## config.mk

```make
export PLATFORM = sky130hd
export DESIGN_NAME = phy_rx_link_ctrl_flat
export DESIGN_NICKNAME = d
export VERILOG_FILES = /design/src/rtl/phy_rx_link_ctrl_pkg.sv /design/src/rtl/phy_rx_link_ctrl_if.sv /design/src/rtl/phy_rx_link_ctrl_lane_sync.sv /design/src/rtl/phy_rx_link_ctrl.sv /design/src/flat_wrapper.sv
export SDC_FILE = /design/constraint.sdc
export NUM_CORES = 1
export LEC_CHECK = 0
export CORE_MARGIN = 3
export CORE_UTILIZATION = 52
export CTS_BUF_LIST = sky130_fd_sc_hd__clkbuf_4 sky130_fd_sc_hd__clkbuf_8 sky130_fd_sc_hd__clkbuf_16
export DETAILED_ROUTE_END_ITERATION = 10
export GPL_TIMING_DRIVEN = 0
export PLACE_DENSITY = 0.76
export SETUP_SLACK_MARGIN = 0.2
export SYNTH_ARGS = -nofsm -noshare
export SYNTH_HDL_FRONTEND = slang
export SYNTH_HIERARCHICAL = 1
export SYNTH_SLANG_ARGS = --single-unit
```

## constraint.sdc

```tcl
create_clock -name clk_f -period 2.7 [get_ports clk_f]
set_input_delay 0.81 -clock clk_f [delete_from_list [all_inputs] [get_ports clk_f]]
set_output_delay 0.81 -clock clk_f [all_outputs]
set_load 0.005 [all_outputs]
```

## src/rtl/phy_rx_link_ctrl_pkg.sv

```systemverilog
// Shared definitions for the two-lane PHY receive link controller:
// the comma character, the lane/link state encodings and the comma classifier.
package phy_pkg;

    localparam logic [7:0] COM_CHAR = 8'hBC;

    typedef enum logic [1:0] {
        SEARCH,
        ACQUIRE,
        LOCKED
    } lane_state_e;

    typedef enum logic [1:0] {
        DOWN,
        ALIGN,
        UP
    } link_state_e;

    // A comma is an idle/control byte carrying 0xBC; payload bytes never count.
    function automatic logic is_com(input logic [7:0] data, input logic valid);
        return (!valid) && (data == COM_CHAR);
    endfunction

endpackage

```

## src/rtl/phy_rx_link_ctrl_if.sv

```systemverilog
// Lane byte inputs, software enable and link status outputs of the receive link controller.
interface phy_rx_link_ctrl_if;

    logic       link_en;
    logic [7:0] data_par_0;
    logic [7:0] data_par_1;
    logic       valid_par_0;
    logic       valid_par_1;
    logic       lane_lock_0;
    logic       lane_lock_1;
    logic       link_up;
    logic       unstrip_en;
    logic [3:0] align_fail;

    modport master (
        output link_en, data_par_0, data_par_1, valid_par_0, valid_par_1,
        input  lane_lock_0, lane_lock_1, link_up, unstrip_en, align_fail
    );

    modport slave (
        input  link_en, data_par_0, data_par_1, valid_par_0, valid_par_1,
        output lane_lock_0, lane_lock_1, link_up, unstrip_en, align_fail
    );

endinterface

```

## src/rtl/phy_rx_link_ctrl_lane_sync.sv

```systemverilog
// Per-lane symbol lock: acquires lock on a run of commas and drops it after a run of bad bytes.
module phy_rx_lane_sync
    import phy_pkg::*;
#(
    parameter int LOCK_CNT = 4,
    parameter int LOSS_CNT = 3
) (
    input  logic       clk_f,
    input  logic       reset_L,
    input  logic [7:0] data_par,
    input  logic       valid_par,
    output logic       lane_lock
);

    localparam int CNT_W = $clog2(LOCK_CNT + 1);
    localparam int BAD_W = $clog2(LOSS_CNT + 1);

    lane_state_e      state_q;
    logic [CNT_W-1:0] cnt_q;
    logic [BAD_W-1:0] bad_q;
    logic             lock_q;

    logic             isCom;
    logic             isBad;
    logic [CNT_W-1:0] cntInc;
    logic [BAD_W-1:0] badInc;

    assign isCom  = is_com(data_par, valid_par);
    assign isBad  = (!valid_par) && (data_par != COM_CHAR);
    assign cntInc = cnt_q + 1'b1;
    assign badInc = bad_q + 1'b1;

    always_ff @(posedge clk_f) begin
        if (!reset_L) begin
            state_q <= SEARCH;
            cnt_q   <= '0;
            bad_q   <= '0;
            lock_q  <= 1'b0;
        end else begin
            case (state_q)
                SEARCH: begin
                    if (isCom) begin
                        cnt_q <= CNT_W'(1);
                        if (LOCK_CNT == 1) begin
                            state_q <= LOCKED;
                            lock_q  <= 1'b1;
                        end else begin
                            state_q <= ACQUIRE;
                        end
                    end
                end
                ACQUIRE: begin
                    if (isCom) begin
                        cnt_q <= cntInc;
                        if (cntInc == CNT_W'(LOCK_CNT)) begin
                            state_q <= LOCKED;
                            lock_q  <= 1'b1;
                            bad_q   <= '0;
                        end
                    end else begin
                        state_q <= SEARCH;
                        cnt_q   <= '0;
                    end
                end
                LOCKED: begin
                    // Payload and commas both prove the lane is still framed correctly.
                    if (isBad) begin
                        if (badInc == BAD_W'(LOSS_CNT)) begin
                            state_q <= SEARCH;
                            lock_q  <= 1'b0;
                            bad_q   <= '0;
                            cnt_q   <= '0;
                        end else begin
                            bad_q <= badInc;
                        end
                    end else begin
                        bad_q <= '0;
                    end
                end
                default: begin
                    state_q <= SEARCH;
                    cnt_q   <= '0;
                    bad_q   <= '0;
                    lock_q  <= 1'b0;
                end
            endcase
        end
    end

    assign lane_lock = lock_q;

endmodule

```

## src/rtl/phy_rx_link_ctrl.sv

```systemverilog
// Two-lane receive link controller: brings the link up once both lanes are locked
// and see a common comma, and enables the byte-unstripping path while up.
module phy_rx_link_ctrl
    import phy_pkg::*;
#(
    parameter int LOCK_CNT = 4,
    parameter int LOSS_CNT = 3,
    parameter int ALIGN_TO = 16
) (
    input  logic               clk_f,
    input  logic               reset_L,
    phy_rx_link_ctrl_if.slave  bus
);

    localparam int TMR_W = $clog2(ALIGN_TO);

    link_state_e      state_q;
    logic [TMR_W-1:0] tmr_q;
    logic [3:0]       alignFail_q;
    logic             linkUp_q;
    logic             unstripEn_q;

    logic             lock0;
    logic             lock1;
    logic             comBoth;
    logic             keepLink;

    phy_rx_lane_sync #(.LOCK_CNT(LOCK_CNT), .LOSS_CNT(LOSS_CNT)) u_lane0 (
        .clk_f     (clk_f),
        .reset_L   (reset_L),
        .data_par  (bus.data_par_0),
        .valid_par (bus.valid_par_0),
        .lane_lock (lock0)
    );

    phy_rx_lane_sync #(.LOCK_CNT(LOCK_CNT), .LOSS_CNT(LOSS_CNT)) u_lane1 (
        .clk_f     (clk_f),
        .reset_L   (reset_L),
        .data_par  (bus.data_par_1),
        .valid_par (bus.valid_par_1),
        .lane_lock (lock1)
    );

    assign comBoth  = is_com(bus.data_par_0, bus.valid_par_0) && is_com(bus.data_par_1, bus.valid_par_1);
    assign keepLink = bus.link_en && lock0 && lock1;

    // Losing keepLink is checked first so it wins over both alignment and timeout.
    always_ff @(posedge clk_f) begin
        if (!reset_L) begin
            state_q     <= DOWN;
            tmr_q       <= '0;
            alignFail_q <= '0;
            linkUp_q    <= 1'b0;
            unstripEn_q <= 1'b0;
        end else begin
            case (state_q)
                DOWN: begin
                    if (keepLink) begin
                        state_q <= ALIGN;
                        tmr_q   <= '0;
                    end
                end
                ALIGN: begin
                    if (!keepLink) begin
                        state_q <= DOWN;
                    end else if (comBoth) begin
                        state_q     <= UP;
                        linkUp_q    <= 1'b1;
                        unstripEn_q <= 1'b1;
                    end else if (tmr_q == TMR_W'(ALIGN_TO - 1)) begin
                        state_q <= DOWN;
                        if (alignFail_q != 4'hF) begin
                            alignFail_q <= alignFail_q + 4'd1;
                        end
                    end else begin
                        tmr_q <= tmr_q + 1'b1;
                    end
                end
                UP: begin
                    if (!keepLink) begin
                        state_q     <= DOWN;
                        linkUp_q    <= 1'b0;
                        unstripEn_q <= 1'b0;
                    end
                end
                default: begin
                    state_q     <= DOWN;
                    linkUp_q    <= 1'b0;
                    unstripEn_q <= 1'b0;
                end
            endcase
        end
    end

    assign bus.lane_lock_0 = lock0;
    assign bus.lane_lock_1 = lock1;
    assign bus.link_up     = linkUp_q;
    assign bus.unstrip_en  = unstripEn_q;
    assign bus.align_fail  = alignFail_q;

endmodule

```

## src/flat_wrapper.sv

```systemverilog
// flat-port wrapper written by rule: the top's interface ports become plain ports
module phy_rx_link_ctrl_flat import phy_pkg::*;
#(
    parameter int LOCK_CNT = 4,
    parameter int LOSS_CNT = 3,
    parameter int ALIGN_TO = 16
)
  (clk_f, reset_L, bus_link_en, bus_data_par_0, bus_data_par_1, bus_valid_par_0, bus_valid_par_1, bus_lane_lock_0, bus_lane_lock_1, bus_link_up, bus_unstrip_en, bus_align_fail);
  phy_rx_link_ctrl_if bus_i ();
  input  logic clk_f;
  input  logic reset_L;
  input wire logic [$bits(bus_i.link_en)-1:0] bus_link_en;
  input wire logic [$bits(bus_i.data_par_0)-1:0] bus_data_par_0;
  input wire logic [$bits(bus_i.data_par_1)-1:0] bus_data_par_1;
  input wire logic [$bits(bus_i.valid_par_0)-1:0] bus_valid_par_0;
  input wire logic [$bits(bus_i.valid_par_1)-1:0] bus_valid_par_1;
  output wire logic [$bits(bus_i.lane_lock_0)-1:0] bus_lane_lock_0;
  output wire logic [$bits(bus_i.lane_lock_1)-1:0] bus_lane_lock_1;
  output wire logic [$bits(bus_i.link_up)-1:0] bus_link_up;
  output wire logic [$bits(bus_i.unstrip_en)-1:0] bus_unstrip_en;
  output wire logic [$bits(bus_i.align_fail)-1:0] bus_align_fail;
  assign bus_i.link_en = bus_link_en;
  assign bus_i.data_par_0 = bus_data_par_0;
  assign bus_i.data_par_1 = bus_data_par_1;
  assign bus_i.valid_par_0 = bus_valid_par_0;
  assign bus_i.valid_par_1 = bus_valid_par_1;
  assign bus_lane_lock_0 = bus_i.lane_lock_0;
  assign bus_lane_lock_1 = bus_i.lane_lock_1;
  assign bus_link_up = bus_i.link_up;
  assign bus_unstrip_en = bus_i.unstrip_en;
  assign bus_align_fail = bus_i.align_fail;
  phy_rx_link_ctrl #(.LOCK_CNT(LOCK_CNT), .LOSS_CNT(LOSS_CNT), .ALIGN_TO(ALIGN_TO)) u_core (.clk_f(clk_f), .reset_L(reset_L), .bus(bus_i));
endmodule
```

# ---- After elaboration in Yosys (flattened, before gate mapping)
# Cells that the tools add are included.
dict set report classes {
  n_addsub 6
  multipliers 0
  div_mod_pow 0
  n_lt_le_gt_ge 0
  eq_ne 35
  n_shift 0
  mux 57
  n_bitwise 4
  reduce_logical 25
}
# operator n
set op_table {}
lappend op_table {{2-bit two-way mux} 23}
lappend op_table {{2-bit one-hot mux with 3 select lines} 5}
lappend op_table {{2-bit inequality test (second input constant)} 13}
lappend op_table {{3-bit two-way mux} 8}
lappend op_table {{5-bit AND reduction} 4}
lappend op_table {{3-bit one-hot mux with 3 select lines} 2}
lappend op_table {{8-bit equality test (second input constant)} 2}
lappend op_table {{4-bit two-way mux} 4}
lappend op_table {{8-bit inequality test (second input constant)} 2}
lappend op_table {{3-bit AND reduction} 5}
lappend op_table {{4-bit AND reduction} 3}
lappend op_table {{1-bit two-way mux} 11}
lappend op_table {{2-bit equality test (second input constant)} 5}
lappend op_table {{1-bit one-hot mux with 3 select lines} 3}
lappend op_table {{4-bit by 1-bit adder with 4-bit output (second input constant)} 2}
lappend op_table {{4-bit one-hot mux with 2 select lines} 1}
lappend op_table {{1-bit logical AND} 7}
lappend op_table {{3-bit by 1-bit adder with 3-bit output (second input constant)} 2}
lappend op_table {{2-bit by 1-bit equality test with 1-bit output (second input constant)} 3}
lappend op_table {{3-bit equality test (second input constant)} 2}
lappend op_table {{2-bit zero test} 3}
lappend op_table {{2-bit by 1-bit inequality test with 1-bit output (second input constant)} 3}
lappend op_table {{3-bit inequality test (second input constant)} 2}
lappend op_table {{2-bit by 1-bit adder with 2-bit output (second input constant)} 2}
lappend op_table {{other kinds (6)} 10}
dict set report word_totals {
  regBits 27
  latch_bits 0
  ramBits 0
  romBits 0
  word_cells 139
  n_memories 0
}

# ---- Longest topological paths before layout
# Gate-level depths: netlist of run 1.
dict set report depth {
  depth_word 6
  depth_mapped 6
}

# ---- Cells and area by module
# Netlist of run 1, hierarchy kept.
# module instances cells_each area_each_um2 seq_area_each_um2
set modules_own_cells {}
lappend modules_own_cells {phy_rx_link_ctrl 1 78 678.2 220.2}
lappend modules_own_cells {{phy_rx_lane_sync at u_core.u_lane0} 1 52 484.2 160.2}
lappend modules_own_cells {{phy_rx_lane_sync at u_core.u_lane1} 1 50 467.9 160.2}

# ---- Worst setup path after synthesis of run 1
# OpenSTA, ideal clock, no wires.
dict set report synth_path {
  kind {input to register}
  startpoint {in bus_data_par_0[6]}
  endpoint {reg u_core.u_lane0.cnt_q[0]}
  arrival_time_ps 2020
  t_required_ps 2583
  slack_ps 563
  cell_stages 4
  cell_sequence {or4b_4 > nor4_4 > a2111oi_2 > a32o_1}
}
dict set report synth_between {
  elab_chain_len 4
}
# item line
set synth_lines {}
lappend synth_lines {{from (decl)} flat_wrapper.sv:13} ;# input wire logic [$bits(bus_i.data_par_0)-1:0] bus_data_par_0;
lappend synth_lines {{8-bit equality test / 8-bit inequality test (equally long branches)} {phy_rx_link_ctrl_pkg.sv:21, phy_rx_link_ctrl_lane_sync.sv:29}}
lappend synth_lines {{1-bit logical AND (on tied branches)} {phy_rx_link_ctrl_pkg.sv:21, phy_rx_link_ctrl_lane_sync.sv:29}}
lappend synth_lines {{3-bit two-way mux / 2-bit inequality test (equally long branches)} --}
lappend synth_lines {{3-bit one-hot mux with 3 select lines / 3-bit AND reduction (equally long branches)} --}
lappend synth_lines {{to (signal assigned)} phy_rx_link_ctrl_lane_sync.sv:54} ;# cnt_q <= cntInc;
lappend synth_lines {{to (decl)} phy_rx_link_ctrl_lane_sync.sv:19} ;# logic [CNT_W-1:0] cnt_q;
# Parallel ways exist; a longest one is shown, timed or not.
# A chain may end at the register's enable or synchronous reset.

# ---- Worst setup path after layout of run 1
# Same ends and word-level chain as after synthesis.

==> results of run 1 <==
[worst min-delay path: cells and delay by family, from the launching register on]
kind / cells / cell delay [ns]
simple gates: 1 / 0.06
flops: 1 / 0.36
mux: 1 / 0.05
[state kept, by name, indices dropped and copies added, names as in the netlist]
name and count:
u_core/bus.align_fail 4, u_core/bus.unstrip_en 1, u_core/state_q 2, u_core/tmr_q 4
u_core/u_lane0/bad_q 2, u_core/u_lane0/cnt_q 3, u_core/u_lane0/lane_lock 1, u_core/u_lane0/state_q 2
u_core/u_lane1/bad_q 2, u_core/u_lane1/cnt_q 3, u_core/u_lane1/lane_lock 1, u_core/u_lane1/state_q 2
[power groups by stage]
stage               Combinational [mW]  Sequential, mW  Clock, mW
CTS                             0.0731           0.405      0.183
global placement                0.0699           0.414          0
detailed placement              0.0729           0.414          0
global route                    0.0793           0.406      0.195
finish                          0.0735           0.405      0.177
floorplan                       0.0261           0.413          0
[routing by layer]
metal  GRT usage  part of all wire
met5           0                 0
met4      0.0697            0.0056
met3      0.0372             0.056
met2       0.361              0.48
met1       0.257              0.46
[cell families after synthesis]
kind of cell | synth area share
fa+ha+maj | 0.0460
flops | 0.332
buf+inv | 0.0414
compound gates | 0.213
simple gates | 0.344
xor+xnor | 0.00537
mux | 0.0184
[stage by stage]
| stage | hold slack, ns | setup TNS [ns] |
|---|---|---|
| 2_1_floorplan | 0.440 | 0 |
| 3_3_place_gp | 0.457 | -0.118 |
| 3_5_place_dp | 0.479 | -0.558 |
| 4_1_cts | 0.500 | 0 |
| 5_1_grt | 0.544 | 0 |
| 6_report | 0.498 | 0 |
[final timing paths]
path                                    startpoint                                     to  slack, ns  cells after the start
max                              bus_data_par_0[6]   u_core/u_lane0/cnt_q[0]$_SDFFE_PN0P_       0.33                      5
min          u_core/bus.align_fail[3]$_SDFFE_PN0P_  u_core/bus.align_fail[3]$_SDFFE_PN0P_       0.50                      2
max reg2reg           u_core/tmr_q[0]$_SDFFE_PN0P_  u_core/bus.align_fail[1]$_SDFFE_PN0P_       0.89                      5
min reg2reg  u_core/bus.align_fail[3]$_SDFFE_PN0P_  u_core/bus.align_fail[3]$_SDFFE_PN0P_       0.50                      2
[cell usage in the layout (no fill, tap or decap), types with 6 or more instances in the layout]
cell type | Yosys | final
clkdlybuf4s50_1 | 0 | 27
dfxtp_1 | 27 | 27
ha_1 | 6 | 6
inv_1 | 8 | 8
nand2_1 | 19 | 19
nand2b_1 | 7 | 7
nand3_1 | 7 | 7
nor2_1 | 6 | 6
nor2b_1 | 6 | 6
o22ai_1 | 7 | 7
[final cells by class]
class | count | area [sq um] | share of cell area
inverter | 8 | 30.0 | 0.0151
sequential | 27 | 541 | 0.271
buffer | 6 | 37.5 | 0.0188
clock buffer | 3 | 22.5 | 0.0113
tap | 42 | 52.6 | 0.0264
timing repair buffer | 28 | 283 | 0.142
clock inverter | 1 | 5.00 | 0.00251
multi-input combinational | 139 | 1020 | 0.513
[timing repair]
action | CTS | global route
gates resized for setup | 0 | 1
hold buffers | 0 | 0
endpoints found under the setup margin | 0 | 5
==> run summary, run 1 <==
status -> completed
share of layout cells above drive strength 1 -> 0.0943
Fillers -> 233
clock root cell -> clkbuf_4
Clock power frac -> 0.270
worst endpoint required time -> 2.94 ns
core area -> 0.00288 sq mm
type of the most critical hold path -> reg -> reg
dpl ws -> -0.127 ns
Syn Area/Cell -> 9.06 sq um
total track usage -> 0.208
top cells by area, synth -> dfxtp_1 33%, ha_1 4.6%, nand2_1 4.4%
Yosys Warn Count -> 6
EDFF count, synth -> 0
Skew-Pair Late Insertion Delay -> 0.32 ns
synth cell count leaders -> 27 x dfxtp_1, 19 x nand2_1, 8 x inv_1
max incr delay on CP -> 0.57 ns
Core Util, Final -> 0.693
sequential share of power -> 0.618
worst rel slew slack -> 0.656
post-synth top area share -> 0.332
mapped cell area -> 0.00163 sq mm
antenna cells -> 0
share of synthesized registers carrying an async set or reset -> 0
Via Count -> 1539
syn nets -> 207
CP bufs+invs -> 1
endpoints failing setup -> 0
port bufs -> 28
Yosys top cell by area -> dfxtp_1
Die X -> 62.0 microns
post-layout min period -> 2.37 ns
Syn Inst Count -> 180
H-tree levels -> 1
DRT iter0 DRCs -> 121
placed cells -> 250
Setup Skew -> 0.000944 ns
Fin. Hold Viols -> 0
crit path max-delay cell type -> or4b_4
RD Place Congestion -> 0.970
fin nets -> 240
CTS Buf Count -> 3
Max Root-Sink Buffers -> 2
Area growth syn-to-layout -> 22.3%
CP Class -> in -> reg
NetSw -> 157 uW
Post-CTS Setup Bufs -> 0
Yosys reg bits -> 27
Max FO, Critical Path -> 7
Post-route DRC -> 0
Net Sw Frac -> 0.239
Die Area -> 0.00384 sq mm
Period Utilization, post-route -> 0.879
Power Dens Cells -> 329 mW/mm^2
max cap viols -> 0
drt pass-1 iters -> 4
worst vdd ir -> 188 uV
Worst setup SP type -> input pin
initial antenna violation count -> 0
DP HPWL -> 2830 microns
Layout Cells excl Fill -> 254
Internal Power -> 499 uW
Worst-Margin Slew -> 0.510 ns
Final Instance Area -> 0.00199 sq mm
largest net degree at the start of global routing -> 16
RSZ-0062 raised after global routing -> false
I/O pin total -> 29
cell row count -> 19
worst path cell trace -> clkdlybuf4s50_1 -> or4b_4 -> nor4_4 -> a2111oi_2 -> a32o_1
Overflow after GRT -> 0
part of the power in combinational logic -> 0.112
CTS tree -> done
clock slew at reported path FFs -> 0.15 ns
vias in the first global route -> 1429
first-pass GRT wire length -> 6030 microns
post-route ant nets -> 0
crit path capture type -> register
final worst slack -> 0.326 ns
Die Ht -> 62.0 microns
Area after DPL -> 0.00196 sq mm
synth unique cells -> 60
clk sinks -> 27
final total power -> 656 uW
vias per cell -> 6.06
sequential area share after synthesis -> 0.332
final slew viol count -> 0
main flop type after synthesis -> dfxtp_1
CP top delay family -> simple AND/OR/NAND/NOR gates
leak pwr -> 0.712 nW
Max Clock Freq -> 421 MHz
wire length per cell -> 14.2 microns
Initial Utilization -> 0.567
most common cell in the netlist -> dfxtp_1
Routed WL -> 3600 microns
Worst EP arrival -> 2.61 ns
No activity file was read; power rests on OpenSTA's default activity.
==> inputs of run 2 (changes only) <==
HOLD_SLACK_MARGIN = 0.05   (was default)
==> results of run 2 <==
Same layout as run 1: the final DEF is identical, and so are final timing and power.
==> inputs of run 3 (changes only) <==
CTS_BUF_LIST = default   (was sky130_fd_sc_hd__clkbuf_4 sky130_fd_sc_hd__clkbuf_8 sky130_fd_sc_hd__clkbuf_16)
CTS_CLUSTER_DIAMETER = 50   (was default)
==> results of run 3 <==
Same layout as run 1: the final DEF is identical, and so are final timing and power.
==> variant: new RTL, config.mk and constraints of run 1 <==
Re-encode `link_state_e` (3 states) as one-hot, 3 bits wide.
--- a/src/rtl/phy_rx_link_ctrl_pkg.sv
+++ b/src/rtl/phy_rx_link_ctrl_pkg.sv
@@ -10,10 +10,10 @@
         LOCKED
     } lane_state_e;
 
-    typedef enum logic [1:0] {
-        DOWN,
-        ALIGN,
-        UP
+    typedef enum logic [2:0] {
+        DOWN  = 3'b001,
+        ALIGN = 3'b010,
+        UP    = 3'b100
     } link_state_e;
 
     // A comma is an idle/control byte carrying 0xBC; payload bytes never count.
Behaviour: same outputs for any inputs over 10 cycles, from zero or initial values and one cycle with reset_L low; not proved beyond that.
==> variant against run 1 <==
Hold slack better by 3.4 ps; sequential cell count is 1 higher; wire length grew 5.7%; total power increased by 17%; cell area rose by 5.3%; worst setup slack got worse by 18 ps; clock skew up 14 ps; critical endpoint unchanged; largest cell class unchanged; area after synthesis up 5.0%.
==> variant: results (changes against run 1) <==
outcome=completed (unchanged); DR WL met2=1970 um (was 1720 um); layout cells sized above 1=0.111 (was 0.0943); proportion of synthesized area in mux cells=0.0234 (was 0.0184); top cells by area, synth=dfxtp_1, ha_1, nand2_1 (unchanged); Worst Hold Endpoint=u_core/tmr_q[1] (was u_core/bus.align_fail[3]); synth cell count leaders=dfxtp_1, nand2_1, nor2b_1, nand3_1, nor2_1 (was dfxtp_1, nand2_1, inv_1); Synth Area in Compound Gates=0.215 (was 0.213); syn_nets=212 (was 207); final wirelength=3810 um (was 3600 um); fill count=254 (was 233); Post-DP HPWL=3020 um (was 2830 um); post-synth cell types=63 (was 60); final hold slack=502 ps (was 498 ps); worst slew pin tran=732 ps (was 510 ps); RD Place Congestion=0.831 (was 0.970); clk_skew=14.8 ps (was 0.944 ps); wire length per cell=14.6 um (was 14.2 um); vias in the first global route=1,460 (was 1,429); Placed Cells=257 (was 250); Hold Path Origin=u_core/tmr_q[1] (was u_core/bus.align_fail[3]); DR iter-0 viols=124 (was 121); GR Util All Layers=0.193 (was 0.208); wl on met1=1710 um (was 1660 um); static leakage=0.799 nW (was 0.712 nW); first-pass GRT wire length=6450 um (was 6030 um); met3 WL=112 um (was 201 um); XOR/XNOR Fraction of Synth Area=0.00512 (was 0.00537); FF-to-FF path depth=6 (was 5); met3 GRT Util=0.0303 (was 0.0372); met1 Use GR=0.240 (was 0.257)
[variant: changes by cell type after synthesis, sizes merged, moves of 3 or more]
cell	change
a21oi	-3
o21ai	+5
o22ai	-3
nand3b	+3
[variant: through the flow]
stage | worst slack [ps] | utilization | total power [mW] | setup TNS [ps]
2_1_floorplan | 563 | - | 0.455 | 0
3_3_place_gp | 16.6 | 0.660 | 0.504 | 0
3_5_place_dp | -37.7 | 0.660 | 0.506 | -72.4
4_1_cts | 319 | 0.677 | 0.775 | 0
5_1_grt | 202 | 0.677 | 0.798 | 0
6_report | 308 | 0.677 | 0.769 | 0
[variant: kinds of logic (layout without fill, tap and decap cells)]
logic type | after synthesis | in the layout
XOR/XNOR | 1 | 1
buffers and inverters | 11 | 43
flip-flops | 28 | 28
AO/OA/AOI/OAI | 45 | 45
multiplexers | 4 | 4
adder cells (fa/ha/maj) | 6 | 6
AND/OR/NAND/NOR | 90 | 90
[variant: power breakdown]
part           internal [mW]  total [mW]  switching, mW
clock network          0.150       0.272          0.122
registers              0.416       0.420        0.00375
logic                 0.0436      0.0777         0.0342
total                  0.610       0.769          0.160
[variant: final cells by class]
cell class,instances,area (um2),share of cell area
Multi-Input combinational cell,146,1090,0.521
Sequential cell,28,561,0.267
Timing Repair Buffer,28,280,0.133
Tap cell,44,55.1,0.0262
Buffer,5,33.8,0.0161
Clock inverter,1,30.0,0.0143
Clock buffer,3,22.5,0.0107
Inverter,6,22.5,0.0107
[variant: worst max-delay path, cell delays in order]
cell and delay (ps):
clkdlybuf4s50_1 440, or4b_4 570, nor4_4 410, a2111oi_2 140
a32o_1 240
